[config.mk]
export PLATFORM = sky130hd
export DESIGN_NAME = fifo_stream_reader_flat
export DESIGN_NICKNAME = d
export VERILOG_FILES = /design/src/rtl/fifo_stream_reader_pkg.sv /design/src/rtl/fifo_stream_reader_if.sv /design/src/rtl/fifo_stream_reader_out_buf.sv /design/src/rtl/fifo_stream_reader.sv /design/src/flat_wrapper.sv
export SDC_FILE = /design/constraint.sdc
export NUM_CORES = 1
export LEC_CHECK = 0
export ABC_CLOCK_PERIOD_IN_PS = 7100
export CORE_UTILIZATION = 45
export DETAILED_ROUTE_END_ITERATION = 8
export DONT_BUFFER_PORTS = 1
export HOLD_SLACK_MARGIN = 0.02
export PLACE_DENSITY = 0.72
export REMOVE_ABC_BUFFERS = 1
export SYNTH_ARGS = -nofsm -noshare
export SYNTH_HDL_FRONTEND = slang
export SYNTH_SLANG_ARGS = --single-unit
[constraint.sdc]
create_clock -name clk -period 7.1 [get_ports clk]
set_clock_uncertainty 0.2 [all_clocks]
set_input_delay 0.71 -clock clk [delete_from_list [all_inputs] [get_ports clk]]
set_output_delay 0.71 -clock clk [all_outputs]
set_load 0.005 [all_outputs]
[src/rtl/fifo_stream_reader_pkg.sv]
// Shared types and sizing for the FIFO read-side stream master.
package fifo_rd_pkg;

    typedef enum logic [1:0] {
        IDLE,
        ACTIVE,
        FLUSH
    } rd_state_e;

    localparam int unsigned BUF_ENTRIES = 2;
    localparam int unsigned OCC_W       = $clog2(BUF_ENTRIES + 1);

endpackage

[src/rtl/fifo_stream_reader_if.sv]
// Valid/ready output stream with burst framing.
interface fifo_stream_reader_if #(
    parameter int WIDTH = 32
);

    logic             m_valid;
    logic             m_ready;
    logic [WIDTH-1:0] m_data;
    logic             m_last;

    modport master (output m_valid, m_data, m_last, input m_ready);
    modport slave  (input m_valid, m_data, m_last, output m_ready);

endinterface

[src/rtl/fifo_stream_reader_out_buf.sv]
// Two-entry valid/ready skid buffer; head register drives the output word.
module fifo_out_buf
    import fifo_rd_pkg::*;
#(
    parameter int WIDTH = 32
) (
    input  logic             clk,
    input  logic             reset,
    input  logic             flush,
    input  logic             push,
    input  logic [WIDTH-1:0] push_data,
    input  logic             pop,
    output logic             valid,
    output logic [WIDTH-1:0] data,
    output logic [OCC_W-1:0] occ
);

    logic [WIDTH-1:0] head;
    logic [WIDTH-1:0] tail;

    always_ff @(posedge clk) begin
        if (reset || flush) begin
            head <= '0;
            tail <= '0;
            occ  <= '0;
        end else begin
            // Credit logic upstream guarantees no push lands in a full, non-draining buffer.
            assert (!(push && !pop && occ == OCC_W'(BUF_ENTRIES)));
            assert (!(pop && occ == '0));
            unique case ({push, pop})
                2'b10: begin
                    if (occ == '0) head <= push_data;
                    else           tail <= push_data;
                    occ <= occ + 1'b1;
                end
                2'b01: begin
                    head <= tail;
                    occ  <= occ - 1'b1;
                end
                2'b11: begin
                    if (occ == OCC_W'(1)) begin
                        head <= push_data;
                    end else begin
                        head <= tail;
                        tail <= push_data;
                    end
                end
                default: ;
            endcase
        end
    end

    assign valid = (occ != '0);
    assign data  = head;

endmodule

[src/rtl/fifo_stream_reader.sv]
// Read-side master for the sync FIFO: issues reads against output-buffer credit
// and presents the words as a framed valid/ready stream.
module fifo_stream_reader
    import fifo_rd_pkg::*;
#(
    parameter int WIDTH = 32,
    parameter int DEPTH = 8,
    parameter int BURST = 4,
    parameter int CNT_W = 16
) (
    input  logic                 clk,
    input  logic                 reset,
    input  logic                 clear,
    input  logic                 fifo_empty,
    input  logic                 fifo_write,
    input  logic [WIDTH-1:0]     fifo_data,
    output logic                 fifo_read,
    fifo_stream_reader_if.master m,
    output logic [CNT_W-1:0]     words_out
);

    localparam int BEAT_W = (BURST > 1) ? $clog2(BURST) : 1;

    rd_state_e         state;
    logic              pending;
    logic              pop;
    logic              rd_acc;
    logic              capture;
    logic              buf_valid;
    logic [WIDTH-1:0]  buf_data;
    logic [OCC_W-1:0]  occ;
    logic [OCC_W:0]    credit;
    logic [BEAT_W-1:0] beat_cnt;

    assign pop    = m.m_valid && m.m_ready;
    // Buffer slots already spoken for once this cycle's pop leaves.
    assign credit = {1'b0, occ} + {{OCC_W{1'b0}}, pending} - {{OCC_W{1'b0}}, pop};

    assign fifo_read = !reset && !clear && (state != FLUSH) && !fifo_empty && !fifo_write
                       && (credit < (OCC_W+1)'(BUF_ENTRIES));
    assign rd_acc    = fifo_read && !fifo_write && !fifo_empty;
    assign capture   = pending && !clear;

    fifo_out_buf #(.WIDTH(WIDTH)) u_buf (
        .clk       (clk),
        .reset     (reset),
        .flush     (clear),
        .push      (capture),
        .push_data (fifo_data),
        .pop       (pop),
        .valid     (buf_valid),
        .data      (buf_data),
        .occ       (occ)
    );

    assign m.m_valid = buf_valid;
    assign m.m_data  = buf_data;
    assign m.m_last  = buf_valid && (beat_cnt == BEAT_W'(BURST - 1));

    always_ff @(posedge clk) begin
        if (reset) begin
            assert (DEPTH >= int'(BUF_ENTRIES) && BURST >= 1);
            state     <= IDLE;
            pending   <= 1'b0;
            beat_cnt  <= '0;
            words_out <= '0;
        end else if (clear) begin
            state    <= FLUSH;
            pending  <= 1'b0;
            beat_cnt <= '0;
        end else begin
            pending <= rd_acc;
            if (pop) begin
                words_out <= words_out + 1'b1;
                beat_cnt  <= (beat_cnt == BEAT_W'(BURST - 1)) ? '0 : beat_cnt + 1'b1;
            end
            unique case (state)
                IDLE:    if (rd_acc) state <= ACTIVE;
                ACTIVE:  if (occ == '0 && !pending && !rd_acc) state <= IDLE;
                FLUSH:   state <= IDLE;
                default: state <= IDLE;
            endcase
        end
    end

endmodule

[src/flat_wrapper.sv]
// flat-port wrapper written by rule: the top's interface ports become plain ports
module fifo_stream_reader_flat import fifo_rd_pkg::*;
#(
    parameter int WIDTH = 32,
    parameter int DEPTH = 8,
    parameter int BURST = 4,
    parameter int CNT_W = 16
)
  (clk, reset, clear, fifo_empty, fifo_write, fifo_data, fifo_read, words_out, m_m_valid, m_m_data, m_m_last, m_m_ready);
  fifo_stream_reader_if #(.WIDTH(WIDTH)) m_i ();
  input  logic clk;
  input  logic reset;
  input  logic clear;
  input  logic fifo_empty;
  input  logic fifo_write;
  input  logic [WIDTH-1:0] fifo_data;
  output logic fifo_read;
  output logic [CNT_W-1:0] words_out;
  output wire logic [$bits(m_i.m_valid)-1:0] m_m_valid;
  output wire logic [$bits(m_i.m_data)-1:0] m_m_data;
  output wire logic [$bits(m_i.m_last)-1:0] m_m_last;
  input wire logic [$bits(m_i.m_ready)-1:0] m_m_ready;
  assign m_m_valid = m_i.m_valid;
  assign m_m_data = m_i.m_data;
  assign m_m_last = m_i.m_last;
  assign m_i.m_ready = m_m_ready;
  fifo_stream_reader #(.WIDTH(WIDTH), .DEPTH(DEPTH), .BURST(BURST), .CNT_W(CNT_W)) u_core (.clk(clk), .reset(reset), .clear(clear), .fifo_empty(fifo_empty), .fifo_write(fifo_write), .fifo_data(fifo_data), .fifo_read(fifo_read), .m(m_i), .words_out(words_out));
endmodule
# Yosys cells after proc, flatten, opt, wreduce, memory -nomap -nowiden
# Index checks and enable logic that the tools add are counted.
[op_classes] addsub=6 mul=0 div=0 magnitude_cmp=1 eq_ne=14 shifts=0 mux=12 bitwise=1 reduce_logical=31
[ops] op="32-bit 2-to-1 mux" n=4
[ops] op="32-bit case mux with 3 select lines" n=1
[ops] op="32-bit case mux with 2 select lines" n=1
[ops] op="16-bit by 1-bit adder with 16-bit output (second input constant)" n=1
[ops] op="1-bit logical AND" n=12
[ops] op="2-bit 2-to-1 mux" n=4
[ops] op="2-bit case mux with 2 select lines" n=2
[ops] op="2-bit AND reduction" n=4
[ops] op="2-bit by 1-bit == test with 1-bit output (second input constant)" n=3
[ops] op="2-bit == test (second input constant)" n=3
[ops] op="1-bit zero test" n=6
[ops] op="2-bit by 1-bit inequality test with 1-bit output (second input constant)" n=3
[ops] op="2-bit inequality test (second input constant)" n=3
[ops] op="3-bit by 2-bit inequality test with 1-bit output (second input constant)" n=2
[ops] op="2-bit nonzero test" n=3
[ops] op="2-bit by 1-bit adder with 2-bit output (second input constant)" n=2
[ops] op="2-bit zero test" n=2
[ops] op="2-bit by 1-bit adder with 3-bit output" n=1
[ops] op="3-bit by 2-bit < comparator with 1-bit output (second input constant)" n=1
[ops] op="3-bit AND reduction" n=1
[ops] op="3-bit nonzero test" n=1
[ops] op="3-bit by 1-bit subtractor with 3-bit output" n=1
[ops] op="2-bit OR reduction" n=1
[ops] op="2-bit by 1-bit subtractor with 2-bit output (second input constant)" n=1
[ops] op="other kinds (2)" n=2
[totals] ff_bits=87 latchBits=0 ram_bits=0 rom_bits=0 out_inout_bits=51 wordCells=73 mem_count=0

# Longest topological paths before layout
# Gate-level depths: netlist (run 1).
[depth] depth_word=13 depth_mapped=11

# Cells and area by module
# From an unflattened synthesis (run 1), not the netlist that was laid out.
[unflattened] hier_cells=423 area_unflattened_um2=3844.9
[by_module_without_submodules] module="fifo_out_buf" n_inst=1 cells_each=311 area_per_inst_um2=2812.7 seq_area_each_um2=1321.3
[by_module_without_submodules] module="fifo_stream_reader" n_inst=1 cells_each=112 area_per_inst_um2=1032.2 seq_area_each_um2=420.4

# Worst setup path before layout (run 1)
# No wires, ideal clock.
[synth_path] path_kind="flip-flop to output port" from="register u_core.u_buf.occ[1]" to="output fifo_read" arrival_ps=2147 t_required_ps=6190 path_slack_ps=4043 path_stages_with_launch=11 path_buffers=1 cell_sequence="dfxtp_1 inv_1 ha_1 nand2b_1 clkbuf_1 nor2_1 o21ai_0 fa_1 xnor2_1 nand3_1 nor3_1"
[synth_via] elab_chain_cells=5
[synth_lines] element="start, declared" line="fifo_stream_reader_out_buf.sv:15" text="output logic [OCC_W-1:0] occ"
[synth_lines] element="start signal, assigned" line="fifo_stream_reader_out_buf.sv:34" text="occ <= occ + 1'b1;"
[synth_lines] element="start signal, assigned" line="fifo_stream_reader_out_buf.sv:38" text="occ <= occ - 1'b1;"
[synth_lines] element="parallel branches: the longest is 2 deep, another holds 2-bit by 1-bit adder with 3-bit output"
[synth_lines] element="3-bit by 1-bit subtractor with 3-bit output *" line="fifo_stream_reader.sv:37" text="assign credit = {1'b0, occ} + {{OCC_W{1'b0}}, pending} - {{OCC_W{1'b0}}, pop};"
[synth_lines] element="3-bit by 2-bit < comparator with 1-bit output *" line="fifo_stream_reader.sv:40" text="&& (credit < (OCC_W+1)'(BUF_ENTRIES));"
[synth_lines] element="1-bit logical AND *" line="fifo_stream_reader.sv:40"
[synth_lines] element="end, declared" line="flat_wrapper.sv:17" text="output logic fifo_read;"
# Mark *: on every way between the ends.

# Worst setup path in the final report (run 1)
# Same ends and word-level chain as after synthesis.

==> reports/results.tsv, run 1 <==
metric	value	unit
share of cells above drive strength 1	0.0614	
Min Clock Period, post-route	3600	ps
post-synthesis mux area share	0.00283	
adder-cell area share of the yosys netlist	0.0305	
most common cell after layout, fill and taps aside	dfxtp_1	
Max-slew headroom	0.203	
DRC Markers	0	
pin slew with the least headroom to its limit	1190	ps
Pwr Total	877	µW
DR pass1 iterations	5	
CP Launch Type	flop	
Critical Path AT	2690	ps
worst hold stages	1	
sequential-to-total area share from yosys stat	0.493	
Starting Density	0.477	
met1 Track Usage GR	0.244	
Area contributors post-synth	dfxtp_1 (49%), a221oi_1 (7.9%), nand2_1 (7.8%), a21oi_1 (5.7%), nor3_1 (5.2%)	
cells along the critical path	inv_1 -> ha_1 -> nand2b_1 -> nor2_1 -> o21ai_0 -> fa_1 -> xnor2_1 -> nand3_1 -> nor3_1	
Cell Area, Synth	0.00353	mm²
via count	2873	
Synth Area in Compound Gates	0.160	
CTS Sinks	87	
vias in the first global route	2684	
main combinational cell family by area after synthesis	simple AND/OR/NAND/NOR gates	
worst r2r path cells	9	
Cells after Synth	419	
Slew Viols, Final	0	
crit path max-delay cell type	dfxtp_1	
Antenna Diode Count	0	
CP peak stage delay	400	ps
# IOs	89	
CTS tree	yes	
Worst-Skew Late Latency	340	ps
total CTS buffers	9	
RSZ-0062 raised after global routing	false	
drt wl/cell	15.6	µm
leading area contributor after synthesis	dfxtp_1	
max-cap viol count	0	
fmax	0.278	GHz
PnR worst setup slack	3500	ps
Synth cell types	39	
# Post-CTS Setup Buffers	0	
DIE WIDTH	90.6	µm
Total GRT Usage	0.196	
CTS resizes	0	
pwr dens	233	mW/mm²
outcome	completed	
Fin. Hold Viols	0	
crit share post-route	0.507	
count of final setup violators	0	
Setup TNS Final	0	ps
Avg Inst Size Synth	8.43	µm²
worst slack at placement	3770	ps
Core Rows	31	
antenna-violating nets left	0	
most frequent cells in the layout	dfxtp_1 (87), nand2_1 (73), nor2_1 (48)	
top_reg_cell synth	dfxtp_1	
HP Class	reg2reg	
Post-synth EDFFs	0	
WP data required	6190	ps
Worst Hold Margin	214	ps
Final Net Count	448	
area share of the largest cell type after synthesis	0.493	
met2 Resource Use GR	0.326	
Crit. End Element	output port	
clk buf depth	2	
cts hold-fix bufs	0	
Root Buffer	clkbuf_8	
Avg Vias per Cell	5.68	
Clock Pin Slew Worst Setup and Hold Paths	90	ps
peak supply drop	0.000135	V
Leak Pwr	1.22	nW
Worst Path Class, Setup	reg2out	
DIE HEIGHT	90.6	µm
GRT overflow	0	
XOR/XNOR share of the synthesized area	0.0322	
GP Congestion	0.820	
antenna violations before repair	0	
post-synthesis register bit count	87	
H-tree depth	3	
Die Area	0.00821	mm²
Synth Warn #	0	
Detail Placement HPWL	4.87	mm
Core Region	0.00741	mm²
fin util	0.508	
Max Fanout on Critical Path	8	
routed wire length	7.89	mm
area growth from synthesis to layout	6.44	%
Simple-Gate Fraction of Synth Area	0.240	
first-pass GRT wire length	13.0	mm
buffers added on ports	0	
post-synthesis async set-or-reset flop share	0	
global routing usage on met3	0.0488	
largest net degree at the start of global routing	72	
GR peak layer	met2	
initial drt markers	164	
[state kept, by name (all words and copies together) (netlist names)]
signal,flops
u_core.words_out,16
u_core.beat_cnt,2
u_core.u_buf.tail,32
u_core.pending,1
u_core.u_buf.data,32
u_core.u_buf.occ,2
u_core.state,2
[layer usage]
| metal | part of all wire | wire length (µm) | up-vias |
|---|---|---|---|
| met5 | 0 | 0 | - |
| met4 | 0.0094 | 74 | 0 |
| met3 | 0.049 | 386 | 7 |
| met2 | 0.49 | 3880 | 69 |
| met1 | 0.45 | 3550 | 1367 |
| li1 | - | - | 1430 |
[per-stage QoR]
| step | instances | cell area [µm²] |
|---|---|---|
| floorplan | 388 | 3410 |
| global placement | 490 | 3560 |
| detailed placement | 490 | 3560 |
| CTS | 506 | 3760 |
| global route | 506 | 3760 |
| finish | 506 | 3760 |
[Yosys cell counts (2+ instances only)]
cell,number
or3_1,4
and4_1,2
a21oi_1,40
nor2b_1,4
o21ai_0,6
nand2_1,73
xnor2_1,6
nor3_1,37
clkbuf_1,27
dfxtp_1,87
nor2_1,48
ha_1,7
a221oi_1,32
nand3_1,6
inv_1,4
xor2_1,7
nand4_1,4
buf_2,3
a211oi_1,2
[critical path: cells and delay by family, from the launching register on]
kind            cells  cell delay, ps
simple gates        4             900
buf+inv             1             100
compound gates      1             140
flops               1             400
fa+ha+maj           2             660
xor+xnor            1             160
[kinds of logic after synthesis]
family                     Yosys count
buffers and inverters               36
muxes                                1
DFF                                 87
and+or+nand+nor                    189
AOI/OAI and AO/OA                   85
adders and majority gates            8
xor gates and xnor gates            13
[layout make-up]
cell class	instances	area, µm²
clock buffer	10	138
clock inverter	6	67.6
fill	710	3650
inverter	5	18.8
multi-input combinational	296	1650
sequential	87	1740
tap	99	124
timing repair buffer	3	22.5
[report_power, final]
group / switching [mW] / total (mW) / internal (mW)
clock network: 0.183 / 0.357 / 0.174
registers: 0.00267 / 0.494 / 0.491
logic: 0.0186 / 0.0264 / 0.00782
[path summary, 6_finish.rpt]
check / start / end / slack [ps]
max: u_core.u_buf.occ[1] / fifo_read / 3500
min: u_core.state[1] / u_core.state[0] / 210
max reg2reg: u_core.u_buf.occ[1] / u_core.u_buf.data[21] / 3810
min reg2reg: u_core.state[1] / u_core.state[0] / 210
Power figures use the tool's default switching activity.
==> run 2: changes to the inputs <==
--- a/config.mk
+++ b/config.mk
@@ -5,7 +5,8 @@
 export SDC_FILE = /design/constraint.sdc
 export NUM_CORES = 1
 export LEC_CHECK = 0
-export ABC_CLOCK_PERIOD_IN_PS = 7100
+export ABC_AREA = 1
+export ABC_CLOCK_PERIOD_IN_PS = 3400
 export CORE_UTILIZATION = 45
 export DETAILED_ROUTE_END_ITERATION = 8
 export DONT_BUFFER_PORTS = 1
==> constraint.sdc (replaced) <==
create_clock -name clk -period 3.4 [get_ports clk]
set_clock_uncertainty 0.2 [all_clocks]
set_input_delay 0.34 -clock clk [delete_from_list [all_inputs] [get_ports clk]]
set_output_delay 0.34 -clock clk [all_outputs]
set_load 0.005 [all_outputs]
==> run 2 against run 1 <==
Net effect:
- synthesized area grew 13%
- clock-buffer cell count is the same
- non-clock buffer count grew 38
- die area grew 13%
- design area grew 23%
- register-to-register slack lost 3200 ps
- largest cell class unchanged
==> reports/results.tsv, run 2 <==
metric	value	unit
outcome	completed	
Core Region	0.00838	mm²
Crit. End Element	output port	
pin slew with the least headroom to its limit	555	ps
R2R setup slack	600	ps
largest net degree at the start of global routing	59	
Synth cell types	31	
DRC Markers	0	
CP Launch Type	flop	
area growth from synthesis to layout	15.5	%
CTS tree	yes	
Max-slew headroom	0.629	
HP Class	in2reg	
antenna-violating nets left	0	
antenna violations before repair	0	
max-cap viol count	0	
area share of the largest cell type after synthesis	0.436	
sequential-to-total area share from yosys stat	0.436	
Area contributors post-synth	dfxtp_1 (44%), o21ai_0 (11%), inv_1 (8.7%), nand3_1 (5.5%), o21bai_1 (5.5%)	
sequential share of power	0.514	
Total GRT Usage	0.201	
count of final setup violators	0	
Final Net Count	594	
post-route insts no fill	657	
Cells after Synth	524	
Avg Vias per Cell	5.25	
DIE HEIGHT	96.2	µm
Worst-Skew Late Latency	350	ps
Cell Area, Synth	0.00399	mm²
Detail Placement HPWL	5.69	mm
WP data required	2860	ps
most numerous cell in the Yosys netlist	inv_1	
Cells after DPL	606	
Die Area	0.00925	mm²
switching part of the total	0.212	
fmax	0.331	GHz
most frequent cells in the layout	inv_1 (92), dfxtp_1 (87), o21ai_0 (85)	
most common cell after layout, fill and taps aside	inv_1	
first-pass GRT wire length	14.5	mm
Commonest cells post-synth	inv_1 (92), dfxtp_1 (87), o21ai_0 (85), nand3_1 (44), a21oi_1 (42)	
Min Clock Period, post-route	3020	ps
drt wl/cell	13.7	µm
Fin. Hold Viols	0	
total CTS buffers	9	
Net Sw Power	424	µW
# IOs	89	
Antenna Diode Count	0	
vias in the first global route	3186	
post-synthesis register bit count	87	
DR pass1 iterations	4	
CTS Sinks	87	
Max Fanout on Critical Path	11	
DR top layer	met4	
fin util	0.550	
GP Congestion	0.775	
routed wl met3	573	µm
top_reg_cell synth	dfxtp_1	
RSZ-0062 raised after global routing	false	
Worst Path Class, Setup	reg2out	
# Post-CTS Setup Buffers	0	
share of cells above drive strength 1	0.0634	
WL met1	4.24	mm
via count	3446	
Root Buffer	clkbuf_8	
Slew Viols, Final	0	
Starting Density	0.476	
initial drt markers	129	
DIE WIDTH	96.2	µm
Leak Pwr	2.02	nW
Critical Path AT	2480	ps
peak supply drop	0.000276	V
Clock Pin Slew Worst Setup and Hold Paths	80	ps
post-synthesis async set-or-reset flop share	0	
crit share post-route	0.889	
Post-synth EDFFs	0	
met2 wire length	4.05	mm
CTS resizes	0	
clk buf depth	2	
Clock power frac	0.432	
H-tree depth	3	
routed wire length	9.00	mm
buffers added on ports	0	
P_int	1.58	mW
combinational share of power	0.054	
Synth Warn #	0	
cts hold-fix bufs	36	
GRT overflow	0	
Core Rows	33	
pwr dens	434	mW/mm²
Setup TNS Final	0	ps
leading area contributor after synthesis	dfxtp_1	
Avg Inst Size Synth	7.62	µm²
[run 2: kinds of logic after synthesis]
family	after synthesis	synth area share
AOI/OAI and AO/OA	187	0.257
buffers and inverters	124	0.131
and+or+nand+nor	116	0.144
DFF	87	0.436
adders and majority gates	8	0.0270
xor gates and xnor gates	2	0.00439
[run 2: layout make-up]
cell class / instances / area (µm²)
clock buffers: 10 / 138
clock inverters: 5 / 106
fillers: 776 / 3770
inverters: 96 / 363
multi-input cells: 313 / 1730
flip-flops and latches: 87 / 1740
well taps: 105 / 131
repair buffers: 41 / 398
[run 2: metrics by stage]
step                      hold slack [ps]  worst slack (ps)  cell area (µm²)  power (mW)
after floorplan                       189               260             3830        1.11
after global placement                197               772             4010        1.13
after detailed placement              196               625             4010        1.13
after CTS                            22.9               338             4610        2.02
after global routing                 45.0               158             4610        2.08
final                                39.2               376             4610        2.00
[run 2: worst paths after layout]
kind	startpoint	to	cells after the start
max	u_core.u_buf.occ[1]	fifo_read	10
min	fifo_empty	u_core.pending	3
max reg2reg	u_core.u_buf.occ[1]	u_core.u_buf.data[5]	13
min reg2reg	u_core.state[1]	u_core.state[0]	1
[run 2: per-layer routing]
metal,track usage,vias up
met1,0.256,1564
met5,0,-
met2,0.323,96
met4,0.0871,0
met3,0.0490,11
li1,-,1775
[run 2: worst max-delay path, cell delays in order (launching register included)]
cell	delay (ps)
dfxtp_1	400
inv_1	100
ha_1	230
inv_2	130
nand2_4	140
nor2_1	190
o21ai_0	140
fa_1	390
xnor2_1	150
nand4_1	170
inv_1	110
[run 2: power by group through the flow]
stage,logic [mW],registers (mW),clock network [mW]
3_3_place_gp,0.0718,1.05,0
3_5_place_dp,0.0734,1.05,0
2_1_floorplan,0.0538,1.05,0
6_report,0.109,1.03,0.864
4_1_cts,0.107,1.03,0.887
5_1_grt,0.121,1.03,0.931
==> run 3: changes to the inputs <==
--- a/config.mk
+++ b/config.mk
@@ -6,12 +6,12 @@
 export NUM_CORES = 1
 export LEC_CHECK = 0
 export ABC_AREA = 1
-export ABC_CLOCK_PERIOD_IN_PS = 3400
+export ABC_CLOCK_PERIOD_IN_PS = 2500
 export CORE_UTILIZATION = 45
 export DETAILED_ROUTE_END_ITERATION = 8
 export DONT_BUFFER_PORTS = 1
 export HOLD_SLACK_MARGIN = 0.02
-export PLACE_DENSITY = 0.72
+export PLACE_DENSITY = 0.74
 export REMOVE_ABC_BUFFERS = 1
 export SYNTH_ARGS = -nofsm -noshare
 export SYNTH_HDL_FRONTEND = slang
==> constraint.sdc (replaced) <==
create_clock -name clk -period 2.5 [get_ports clk]
set_clock_uncertainty 0.2 [all_clocks]
set_input_delay 0.25 -clock clk [delete_from_list [all_inputs] [get_ports clk]]
set_output_delay 0.25 -clock clk [all_outputs]
set_load 0.005 [all_outputs]
==> run 3 against run 2 <==
Net effect:
- the run now ends with setup timing left
- setup slack got worse by 420 ps
- critical path depth is the same
- design area grew 4.4%
- utilization is 2.4 points higher
- first-iteration DRC count rose by 5.4%
- register-to-register slack got worse by 440 ps
- worst hold slack improved by 0.97 ps
- die area unchanged
- largest power group unchanged
==> reports/results.tsv, run 3 (synthesis results as in run 2) <==
metric	value	unit
count of final setup violators	1	
post-route cell area	0.00482	mm²
outcome	finished, violations left	
share of cells above drive strength 1	0.106	
routed wire length	9.56	mm
Hold Crit Start	reset	
area growth from synthesis to layout	20.7	%
max-cap viol count	0	
Worst Hold End	u_core.words_out[15]	
most common cell after layout, fill and taps aside	inv_1	
RSZ-0062 raised after global routing	true	
Worst Path Class, Setup	reg2out	
Critical Path AT	2090	ps
antenna-violating nets left	0	
Slew Viols, Final	0	
# IOs	89	
r2r startpoint	u_core.u_buf.occ[1]	
worst slack at placement	85.0	ps
most frequent cells in the layout	inv_1 (90), dfxtp_1 (85), o21ai_0 (83)	
first-pass GRT wire length	15.2	mm
drt wl/cell	14.2	µm
peak supply drop	0.000318	V
CTS Sinks	87	
buffers added on ports	0	
WP data required	2050	ps
CP peak stage delay	410	ps
fmax	0.393	GHz
pwr dens	547	mW/mm²
crit path max-delay cell type	fa_2	
pin slew with the least headroom to its limit	596	ps
DIE WIDTH	96.2	µm
Max-slew headroom	0.603	
GP Congestion	0.825	
Leak Pwr	2.10	nW
initial drt markers	136	
DR pass1 iterations	4	
clk buf depth	2	
failing checks	setup timing	
Final Net Count	609	
via count	3544	
DRC Markers	0	
Core Rows	33	
GRT overflow	0	
Worst-Skew Late Latency	340	ps
Starting Density	0.476	
Fin. Hold Viols	0	
vias in the first global route	3292	
largest net degree at the start of global routing	69	
Crit. End Element	output port	
total CTS buffers	9	
worst r2r path cells	13	
critical path's most frequent cell	inv_4	
Detail Placement HPWL	5.84	mm
R2R setup slack	160	ps
H-tree depth	3	
HP Class	in2reg	
Core Region	0.00838	mm²
antenna violations before repair	0	
PnR worst setup slack	-43.9	ps
CP Launch Type	flop	
Root Buffer	clkbuf_8	
Avg Vias per Cell	5.27	
placement-stage cell area	0.00408	mm²
Min Clock Period, post-route	2540	ps
Die Area	0.00925	mm²
DIE HEIGHT	96.2	µm
Max Fanout on Critical Path	3	
worst reg2reg endpoint	u_core.u_buf.tail[26]	
Total GRT Usage	0.212	
cells along the critical path	inv_4 -> ha_4 -> inv_4 -> nand2_4 -> nor2_4 -> o21ai_2 -> fa_2 -> xnor2_2 -> nand4_1 -> inv_1	
Antenna Diode Count	0	
crit share post-route	1.02	
worst hold stages	3	
CTS tree	yes	
Clock Pin Slew Worst Setup and Hold Paths	90	ps
## run 3: cell types whose count changed in the layout (fill, tap and decap cells not counted), sizes merged
| cell | change |
|---|---|
| dlygate4sd3 | +2 |
| bufinv | -1 |
| clkbuf | +1 |
| clkinv | +1 |
| buf | +13 |
## run 3: per-stage QoR
| stage | hold WS, ps | setup TNS (ps) | std cells | util | power (mW) |
|---|---|---|---|---|---|
| final | 40.2 | -43.9 | 673 | 0.575 | 2.63 |
| after global placement | 120 | 0 | 609 | 0.487 | 1.54 |
| after global routing | 23.3 | -220 | 673 | 0.575 | 2.73 |
| after detailed placement | 122 | 0 | 609 | 0.487 | 1.54 |
| after CTS | 25.4 | 0 | 666 | 0.564 | 2.66 |
| after floorplan | 119 | -21640 | 496 | - | 1.50 |
## run 3: worst max-delay path by stage
stage                              from                     to  slack, ps
floorplan           u_core.u_buf.occ[1]   u_core.u_buf.data[0]       -640
global placement    u_core.u_buf.occ[1]              fifo_read        170
detailed placement  u_core.u_buf.occ[1]  u_core.u_buf.tail[27]         80
CTS                 u_core.u_buf.occ[0]              fifo_read          3
global route        u_core.u_buf.occ[1]              fifo_read       -180
finish              u_core.u_buf.occ[1]              fifo_read        -40
## run 3: final cells by class
type                            count  area [µm²]
Clock inverter                      5        81.3
Multi-Input combinational cell    313        1780
Sequential cell                    87        1740
Fill cell                         736        3570
Inverter                           96         370
Tap cell                          105         131
Clock buffer                       11         141
Timing Repair Buffer               56         566
## run 3: critical path, delay by kind of cell, from the launching register on
family / cells / cell delay [ps]
DFF: 1 / 370
and+or+nand+nor: 3 / 370
xor gates and xnor gates: 1 / 140
buffers and inverters: 3 / 210
AOI/OAI and AO/OA: 1 / 70
adders and majority gates: 2 / 580
## run 3: power breakdown
part           total (mW)  switching [mW]  leakage [nW]  internal, mW
clock network        1.07           0.478         0.110         0.591
logic               0.164          0.0870          1.28        0.0766
registers            1.40         0.00713         0.702          1.39
## run 3: per-layer routing
layer	vias to the layer above	routed length [µm]	GRT usage
li1	1796	-	-
met5	-	0	0
met1	1619	3990	0.243
met3	10	701	0.0695
met2	119	4750	0.363
met4	0	117	0.0784
## run 3: repair_timing
action / CTS / global route
pin swaps: 2 / 8
endpoints found under the setup margin: 1 / 1
setup buffers: 3 / 7
resized for setup: 10 / 10
hold endpoints to repair: 70 / 0
hold buffers: 38 / 0
